$ cat config.mk
export PLATFORM = sky130hd
export DESIGN_NAME = seg7_scan_ctrl
export DESIGN_NICKNAME = d
export VERILOG_FILES = /design/src/rtl/seg7_scan_ctrl.sv
export SDC_FILE = /design/constraint.sdc
export NUM_CORES = 1
export LEC_CHECK = 0
export CORE_MARGIN = 2
export CORE_UTILIZATION = 43
export CTS_CLUSTER_SIZE = 40
export DETAILED_ROUTE_END_ITERATION = 8
export PLACE_DENSITY = 0.64
export REMOVE_ABC_BUFFERS = 1
export SYNTH_ARGS = -nofsm -noshare
export SYNTH_HDL_FRONTEND = slang
export SYNTH_SLANG_ARGS = --single-unit
$ cat constraint.sdc
create_clock -name clk -period 2.7 [get_ports clk]
set_clock_uncertainty 0.1 [all_clocks]
set_input_delay 0.675 -clock clk [delete_from_list [all_inputs] [get_ports clk]]
set_output_delay 0.675 -clock clk [all_outputs]
set_load 0.1 [all_outputs]
$ cat src/rtl/seg7_scan_ctrl.sv
// Scan controller sharing one BCD-to-7-segment decoder across DIGITS positions.
// Handles lamp test, frame-synchronous updates, leading-zero and guard blanking.
//
// state  | meaning
// -------+-----------------------------------------------------------
// S_LAMP | lamp test: all segments on, scanning, busy = 1
// S_RUN  | normal scan of the display register
// S_OFF  | display disabled: digits dark, scan position held at 0
module seg7_scan_ctrl #(
  parameter int DIGITS    = 4,
  parameter int DIV       = 16,
  parameter int BLANK_CYC = 1,
  parameter int LT_FRAMES = 2
) (
  input  logic                  clk,
  input  logic                  rst_n,
  input  logic                  load,
  input  logic [4*DIGITS-1:0]   bcd_in,
  input  logic                  lzb_en,
  input  logic                  disp_en,
  input  logic                  lamp_test_req,
  output logic [3:0]            dec_d,
  output logic                  dec_le,
  output logic                  dec_bl,
  output logic                  dec_lt,
  output logic [DIGITS-1:0]     dig_sel,
  output logic                  busy
);

  localparam int IW = $clog2(DIGITS);
  localparam int CW = $clog2(DIV);
  localparam int FW = $clog2(LT_FRAMES + 1);

  localparam logic [CW-1:0] CNT_MAX  = CW'(DIV - 1);
  localparam logic [IW-1:0] IDX_MAX  = IW'(DIGITS - 1);
  localparam logic [FW-1:0] FRM_LAST = FW'(LT_FRAMES - 1);

  localparam logic [1:0] S_LAMP = 2'd0;
  localparam logic [1:0] S_RUN  = 2'd1;
  localparam logic [1:0] S_OFF  = 2'd2;

  logic [1:0]          state, state_n;
  logic [CW-1:0]       cnt, cnt_n, cnt_adv;
  logic [IW-1:0]       idx, idx_n, idx_adv;
  logic [FW-1:0]       frm, frm_n;
  logic [4*DIGITS-1:0] hold, disp;
  logic                pending;
  logic                frame_end, transfer;

  logic [3:0]          digs [DIGITS];
  logic [DIGITS-1:0]   blank;
  logic                zrun, guard;
  logic [DIGITS-1:0]   onehot, sel_n;
  logic [3:0]          d_n;
  logic                bl_n, lt_n, busy_n;

  always_comb begin
    frame_end = (cnt == CNT_MAX) && (idx == IDX_MAX);
    if (cnt == CNT_MAX) begin
      cnt_adv = '0;
      idx_adv = (idx == IDX_MAX) ? '0 : idx + 1'b1;
    end else begin
      cnt_adv = cnt + 1'b1;
      idx_adv = idx;
    end

    state_n = state;
    cnt_n   = cnt;
    idx_n   = idx;
    frm_n   = frm;
    case (state)
      S_LAMP: begin
        cnt_n = cnt_adv;
        idx_n = idx_adv;
        if (frame_end) begin
          if (frm == FRM_LAST) begin
            frm_n   = '0;
            state_n = disp_en ? S_RUN : S_OFF;
          end else begin
            frm_n = frm + 1'b1;
          end
        end
      end
      S_RUN: begin
        if (lamp_test_req) begin
          state_n = S_LAMP;
          cnt_n   = '0;
          idx_n   = '0;
          frm_n   = '0;
        end else if (!disp_en) begin
          state_n = S_OFF;
          cnt_n   = '0;
          idx_n   = '0;
        end else begin
          cnt_n = cnt_adv;
          idx_n = idx_adv;
        end
      end
      default: begin
        cnt_n = '0;
        idx_n = '0;
        if (lamp_test_req) begin
          state_n = S_LAMP;
          frm_n   = '0;
        end else if (disp_en) begin
          state_n = S_RUN;
        end
      end
    endcase

    // New values only land between frames so a frame never mixes old and new digits.
    transfer = (frame_end && (state == S_LAMP || state == S_RUN)) ||
               (state == S_OFF && !lamp_test_req && disp_en);
  end

  always_comb begin
    zrun  = 1'b1;
    blank = '0;
    for (int i = 0; i < DIGITS; i++) digs[i] = disp[4*i +: 4];
    for (int i = DIGITS - 1; i >= 0; i--) begin
      zrun     = zrun && (digs[i] == 4'd0);
      blank[i] = lzb_en && zrun && (i != 0);
    end

    guard       = (BLANK_CYC > 0) && (int'(cnt) < BLANK_CYC);
    onehot      = '0;
    onehot[idx] = 1'b1;

    sel_n  = '0;
    d_n    = 4'd0;
    bl_n   = 1'b0;
    lt_n   = 1'b1;
    busy_n = 1'b0;
    case (state)
      S_LAMP: begin
        sel_n  = guard ? '0 : onehot;
        bl_n   = !guard;
        lt_n   = 1'b0;
        busy_n = 1'b1;
      end
      S_RUN: begin
        sel_n = guard ? '0 : onehot;
        d_n   = digs[idx];
        bl_n  = !guard && !blank[idx];
      end
      default: ;
    endcase
  end

  always_ff @(posedge clk or negedge rst_n) begin
    if (!rst_n) begin
      state   <= S_LAMP;
      cnt     <= '0;
      idx     <= '0;
      frm     <= '0;
      hold    <= '0;
      disp    <= '0;
      pending <= 1'b0;
      dig_sel <= '0;
      dec_d   <= 4'd0;
      dec_le  <= 1'b0;
      dec_bl  <= 1'b0;
      dec_lt  <= 1'b1;
      busy    <= 1'b1;
    end else begin
      state   <= state_n;
      cnt     <= cnt_n;
      idx     <= idx_n;
      frm     <= frm_n;
      dig_sel <= sel_n;
      dec_d   <= d_n;
      dec_le  <= 1'b0;
      dec_bl  <= bl_n;
      dec_lt  <= lt_n;
      busy    <= busy_n;
      if (transfer) begin
        if (load) begin
          disp    <= bcd_in;
          hold    <= bcd_in;
          pending <= 1'b0;
        end else if (pending) begin
          disp    <= hold;
          pending <= 1'b0;
        end
      end else if (load) begin
        hold    <= bcd_in;
        pending <= 1'b1;
      end
    end
  end

endmodule
Word level (Yosys, flattened, before mapping)
Index checks and enable logic that the tools add are counted.

operators by class
  $add $sub $neg = 3
  $lt $le $gt $ge = 4
  equality and inequality tests = 8
  mux-type cells = 38
  bitwise logic cells = 1
  reduce and logical (&&, ||, !) cells = 28

operators by type and width
  operator             number
  $mux 16              2
  $mux 4               8
  $mux 2               15
  $logic_not 4->1      3
  $logic_and 1x1->1    11
  $bmux 4 s2           1
  $pmux 2 s2           2
  $pmux 4 s2           1
  $mux 1               6
  $reduce_bool 2->1    3
  $add 2x1->2 const B  2
  $add 4x1->4 const B  1
  $eq 2x1->1 const B   2
  $eq 2x2->1 const B   2
  $eq 4x4->1 const B   1
  $lt 4x1->1 const B   1
  $ne 2x2->1 const B   2
  $reduce_and 2->1     2
  $reduce_and 4->1     1
  $reduce_bool 4->1    1
  $ge 3x3->1 const B   1
  $logic_not 1->1      3
  $lt 2x3->1 const B   1
  $ne 3x3->1 const B   1
  8 further kinds      9

storage, ports and cells
  flip-flop bits (word level) = 54
  input bits = 22
  word-level logic and storage cells = 94

Logic depth before layout (Yosys ltp)
Gate-level depths: netlist of run 1.

  depth after elaboration = 9
  mapped depth = 7
  mapped depth without buffers = 5

Worst setup path after synthesis of run 1
No wires, ideal clock.

  path type = in2reg
  start point = in lamp_test_req
  end point = reg disp[10]
  library setup time = 0.125 ns
  arrival time = 1.706 ns
  data required time = 2.475 ns
  setup slack = 0.768 ns
  stages = 6
  path buffers = 2
  cells stage by stage = nand2b_1 nor3b_2 o22a_2 buf_6 buf_12 mux2_4

between the ends
  longest elaborated chain between the ends = 5

ends and longest elaborated chain
  what                               line  RTL
  from (decl)                        21    input logic lamp_test_req,
  $logic_not 1->1                    113   (state == S_OFF && !lamp_test_req && disp_en);
  $logic_and 1x1->1 (2 in series)    113
  $logic_or 1x1->1                   112   transfer = (frame_end && (state == S_LAMP || state == S_RUN)) ||
  $reduce_and 2->1 (no source line)  n/a
  to (signal assigned)               178   disp <= bcd_in;
  to (signal assigned)               182   disp <= hold;
  to (decl)                          46    logic [4*DIGITS-1:0] hold, disp;

No other way between the ends.
A chain may end at the register's enable or synchronous reset.

Worst setup path after layout of run 1
  start point = in disp_en
  end point = reg disp[5]

between the ends
  longest elaborated chain between the ends = 3

ends and longest elaborated chain
  what                               line  RTL
  from (decl)                        20    input logic disp_en,
  $logic_and 1x1->1                  113
  $logic_or 1x1->1                   112
  $reduce_and 2->1 (no source line)  n/a

No other way between the ends.

==> results.toml, run 1 <==
[clock_network]
cts_post_setup_buffers_inserted = 0
cts_hold_buf = 0
cts_tree = "yes"
numCtsBuffers = 5
cts_resized = 0
root_buffer = "clkbuf_8"
clock_path_buffers = 2
cts_max_level = 2
worstSkewPairLatency_ps = 310
clkSlewWorstSetupHoldPaths_ps = 90
clock-sinks = 54

[layout]
final_layout_size_suffix_gt1_share_pct = 32.2
diodes = 0
stdcell_area_um2 = 2820
area_growth_pct = 20.8
layout.cells.non_filler = 275
final_nets = 232
mostFrequentLayoutCells = "dfrtp_1, mux2_2, clkdlybuf4s50_1"
final_common_cell = "dfrtp_1"

[logic_synthesis]
synth-main-ff-cell = "dfrtp_1"
synth_compound_area_share_pct = 4.13
synth_area_um2 = 2330
async_flop_share_pct = 100
yosys.area_share.simple_pct = 9.11
synth_edf_count = 0
ys_seq_area_share_pct = 58.0
synthAdderAreaFrac_pct = 3.22
synth_top_family_by_area = "multiplexers"
syn_avg_cell_area_um2 = 14.0
synthCells = 167
synth_cell_types = 34
ys_warn_count = 0
synth_xor_xnor_area_share_pct = 0.375
synth_mux_area_share_pct = 21.3
ys_ff_latch = 54

[setup_path]
worst_ep_arrival_time_ps = 2250
criticalPathCategory = "in2reg"
endpoint_kind = "register"
crit_path_start_kind = "primary input"
cp_max_fo = 16
required_ps = 2790

[route]
ant_nets = 0
drc_errors = 0
wire_per_inst_um = 15.4
vias = 1388
wl_um = 4240
drtIter0Drc = 43
drt_first_pass_iters = 2
viasPerCell = 5.05

[pwr]
cellPowerDensity_nw_per_um2 = 943
vdd.ir_drop.worst_v = 0.000428
leakage_uw = 0.00130

[sta]
setup_viol = 0
final-hold-violation-count = 0
post-route-period-util_pct = 79.8
min_period_ps = 2150
slew_violations = 0
finalSetupTns_ps = 0
rsz0062_at_grt = "no"
max_freq_mhz = 464
hold_slack_ps = 145

[placement]
portBuffers = 32
placedCellCount = 267
place_congestion = 0.798
hpwlAfterDp_um = 3180
postPlaceCellArea_um2 = 2710

[die]
ios = 34
dieArea_um2 = 6030
die_w_um = 77.7
fp.dieH_um = 77.7
num_rows = 26
coreArea_um2 = 5170
initial_core_util_pct = 45.1

[grt]
grt_pass1_vias = 1443
antenna_found_initial = 0
grt_max_degree = 24
grt_usage_pct = 15.0
grt_pass1_wl_um = 7050
globalRouteOverflowTotal = 0

[run]
maxCapViolCount = 0

[run_status]
outcome = "completed"

[hold_path]
min_path_type = "in2async"
## Yosys cell counts (all sizes together) (2+ instances only)
master  number  area, um2
nor3b        2       20.0
nor2        12       47.6
nor3         3       15.0
and2         4       25.0
ha           6       75.1
nand2b       2       12.5
mux2        32        398
a21oi        8       40.0
dfrtp       52       1300
nand3        3       15.0
nand2        2       7.51
nor2b        5       31.3
o21ai        3       15.0
nor4         3       18.8
mux4         4       90.1
buf          6       56.3
dfstp        2       52.6
inv          8       30.0
## flip-flops by register name, summed over array words and instances (netlist names)
signal and count:
dec_d 4, state 2, cnt 4, dec_bl 1
frm 2, dec_lt 1, pending 1, disp 16
busy 1, idx 2, dig_sel 4, hold 16
## per-stage QoR
stage / power [uW] / utilization, % / setup WS (ps)
after floorplan: 1890 / - / 663
after global placement: 2090 / 52.4 / 293
after detailed placement: 2140 / 52.4 / 226
after CTS: 2690 / 54.5 / 530
after global routing: 2800 / 54.5 / 425
final: 2660 / 54.5 / 546
## worst paths after layout
| path | from | endpoint | slack, ps | cells after the start |
|---|---|---|---|---|
| min | rst_n | hold[0] | 150 | 1 |
| min in group clk | hold[13] | hold[13] | 410 | 1 |
| max | disp_en | disp[5] | 550 | 6 |
| max reg2reg | idx[0] | disp[5] | 550 | 6 |
| max in group asynchronous | rst_n | dec_lt | 1710 | 2 |
| min reg2reg | hold[13] | hold[13] | 410 | 1 |
## logic make-up (layout without fill, tap and decap cells)
logic type | count (synthesis) | after routing
flops | 54 | 54
simple gates | 38 | 38
mux | 37 | 37
compound gates | 16 | 16
buf+inv | 14 | 52
fa+ha+maj | 6 | 6
other cells | 1 | 1
xor+xnor | 1 | 1
## worst max-delay path, cell delays in order
cell	delay, ps
clkdlybuf4s50_1	560
nand2b_1	110
nor3b_2	210
o22a_2	180
buf_12	160
mux2_2	340
## area by class of cell
class / instances / area (um2)
Inverter: 8 / 30.0
Tap cell: 70 / 87.6
Fill cell: 436 / 2350
Clock buffer: 5 / 68.8
Multi-Input combinational cell: 99 / 895
Clock inverter: 3 / 43.8
Sequential cell: 54 / 1350
Timing Repair Buffer: 36 / 343
## layer usage
layer	global-route usage, %	routed length, um
met5	0	0
met4	4.82	37
met3	3.84	150
met2	25.3	2130
met1	18.7	1930
## power by group
group,internal (uW),leakage [uW],switching [uW]
combinational,412,0.000576,498
sequential,1020,0.000665,191
clock,278,0.0000585,260
No activity file was read; power rests on OpenSTA's default activity.
==> inputs of run 2 (changes only) <==
- clock period: 2.7 -> 2.2 ns (I/O delays scaled with it)
==> results.toml, run 2 (synthesis gave the netlist of run 1 again) <==
[run_status]
outcome = "completed"

[pwr]
p_clk_share_pct = 17.6
vdd.ir_drop.worst_v = 0.000547
switching_share_pct = 36.2
pwr-share-seq_pct = 44.8
comb_power_share_pct = 37.6
power.internal_uw = 2040
cellPowerDensity_nw_per_um2 = 1110
p_sw_uw = 1160
leakage_uw = 0.00133

[die]
initial_core_util_pct = 45.1
die_w_um = 77.7
num_rows = 26
ios = 34
dieArea_um2 = 6030
fp.dieH_um = 77.7
coreArea_um2 = 5170

[clock_network]
cts_max_level = 2
clock-sinks = 54
root_buffer = "clkbuf_8"
cts_tree = "yes"
cts_hold_buf = 0
worstSkewPairLatency_ps = 310
cts_post_setup_buffers_inserted = 0
numCtsBuffers = 5
clkSlewWorstSetupHoldPaths_ps = 90
clock_path_buffers = 2
cts_resized = 0

[layout]
layout.cells.non_filler = 280
area_growth_pct = 23.2
regArea_um2 = 1350
largestRegisters = "disp: 16 flops, hold: 16 flops"
multi_input_area_um2 = 895
postLayoutCoreUtil_pct = 55.6
final_common_cell = "dfrtp_1"
fillers = 406
final_nets = 237
mostFrequentLayoutCells = "dfrtp_1, mux2_2, clkdlybuf4s50_1"
diodes = 0
final_layout_size_suffix_gt1_share_pct = 33.3

[route]
drt_first_pass_iters = 4
drtIter0Drc = 68
viasPerCell = 4.92
wire_per_inst_um = 15.2
wl_um = 4250
ant_nets = 0
drc_errors = 0
vias = 1378

[grt]
globalRouteOverflowTotal = 0
grt_pass1_wl_um = 7460
grt_max_degree = 26
grt_pass1_vias = 1480
grt_usage_pct = 16.2
antenna_found_initial = 0

[sta]
finalSetupTns_ps = 0
setup_viol = 0
max_freq_mhz = 507
min_period_ps = 1970
post-route-period-util_pct = 89.6
final-hold-violation-count = 0
rsz0062_at_grt = "no"
slew_violations = 0

[setup_path]
criticalPathCategory = "in2reg"
endpoint_kind = "register"
required_ps = 2300
crit_path_max_incr_delay_ps = 420
worst_ep_arrival_time_ps = 2070
cp_top_family = "buffers and inverters"
slowest_stage = "clkdlybuf4s50_1"
cp_max_fo = 16
crit_chain = "clkdlybuf4s50_1 > nand2b_1 > nor3b_2 > o22a_2 > buf_12 > mux2_2"
crit_path_start_kind = "primary input"
crit_buf_inv = 2

[placement]
hpwlAfterDp_um = 3190
portBuffers = 32
place_congestion = 0.798
placedCellCount = 272

[run]
maxCapViolCount = 0

[hold_path]
min_path_type = "in2async"
==> run 2: cell count changes in the layout (fill, tap and decap cells not counted), sizes merged <==
cell / previous run / this run
inv: 9 / 8
buf: 16 / 21
bufinv: 1 / 0
clkbuf: 5 / 7
==> run 2: cell type report <==
class | count | area share [%]
Tap cell | 70 | 3.05
Clock inverter | 1 | 0.174
Inverter | 8 | 1.04
Sequential cell | 54 | 47.1
Timing Repair Buffer | 41 | 14.5
Clock buffer | 7 | 3.00
Multi-Input combinational cell | 99 | 31.1
==> run 2: worst reg2reg max path, delay by kind of cell, from the launching register on <==
kind                     cells  cell delay (ps)
flip-flops                   1              420
multiplexers                 1              360
AND/OR/NAND/NOR              2              310
adder cells (fa/ha/maj)      1              280
AO/OA/AOI/OAI                1              180
buffers and inverters        1              160
==> run 2: metrics by stage <==
stage          power, uW  cell area, um2  hold WS, ps  setup slack, ps
2_1_floorplan       2310            2280          154              163
3_3_place_gp        2600            2780          372            -32.5
3_5_place_dp        2670            2780          391             -108
4_1_cts             3230            2880         86.3              225
5_1_grt             3400            2880         96.9              151
6_report            3200            2880         80.2              229
==> run 2: path summary, 6_finish.rpt <==
check | from | end | slack, ps | cells after the start
worst max-delay path | lamp_test_req | disp[0] | 230 | 6
worst min-delay path | rst_n | dec_d[3] | 80 | 1
worst max register to register | cnt[0] | disp[0] | 290 | 6
worst min register to register | hold[8] | hold[8] | 410 | 1
max in group asynchronous | rst_n | dig_sel[2] | 1410 | 2
min in group clk | hold[8] | hold[8] | 410 | 1
==> run 2: layer usage <==
layer / GRT usage (%) / vias to the layer above / share of wire, % / routed length [um]
met3: 4.07 / 7 / 4.5 / 190
met4: 5.89 / 0 / 1.7 / 73
li1: - / 665 / - / -
met5: 0 / - / 0 / 0
met1: 20.3 / 678 / 44 / 1890
met2: 27.3 / 28 / 49 / 2100
==> run 2: power groups by stage <==
stage               clock network [uW]  registers [uW]  logic, uW
floorplan                            0            1740        574
global placement                     0            1430       1170
detailed placement                   0            1460       1210
CTS                                578            1440       1220
global route                       619            1470       1310
finish                             565            1430       1200
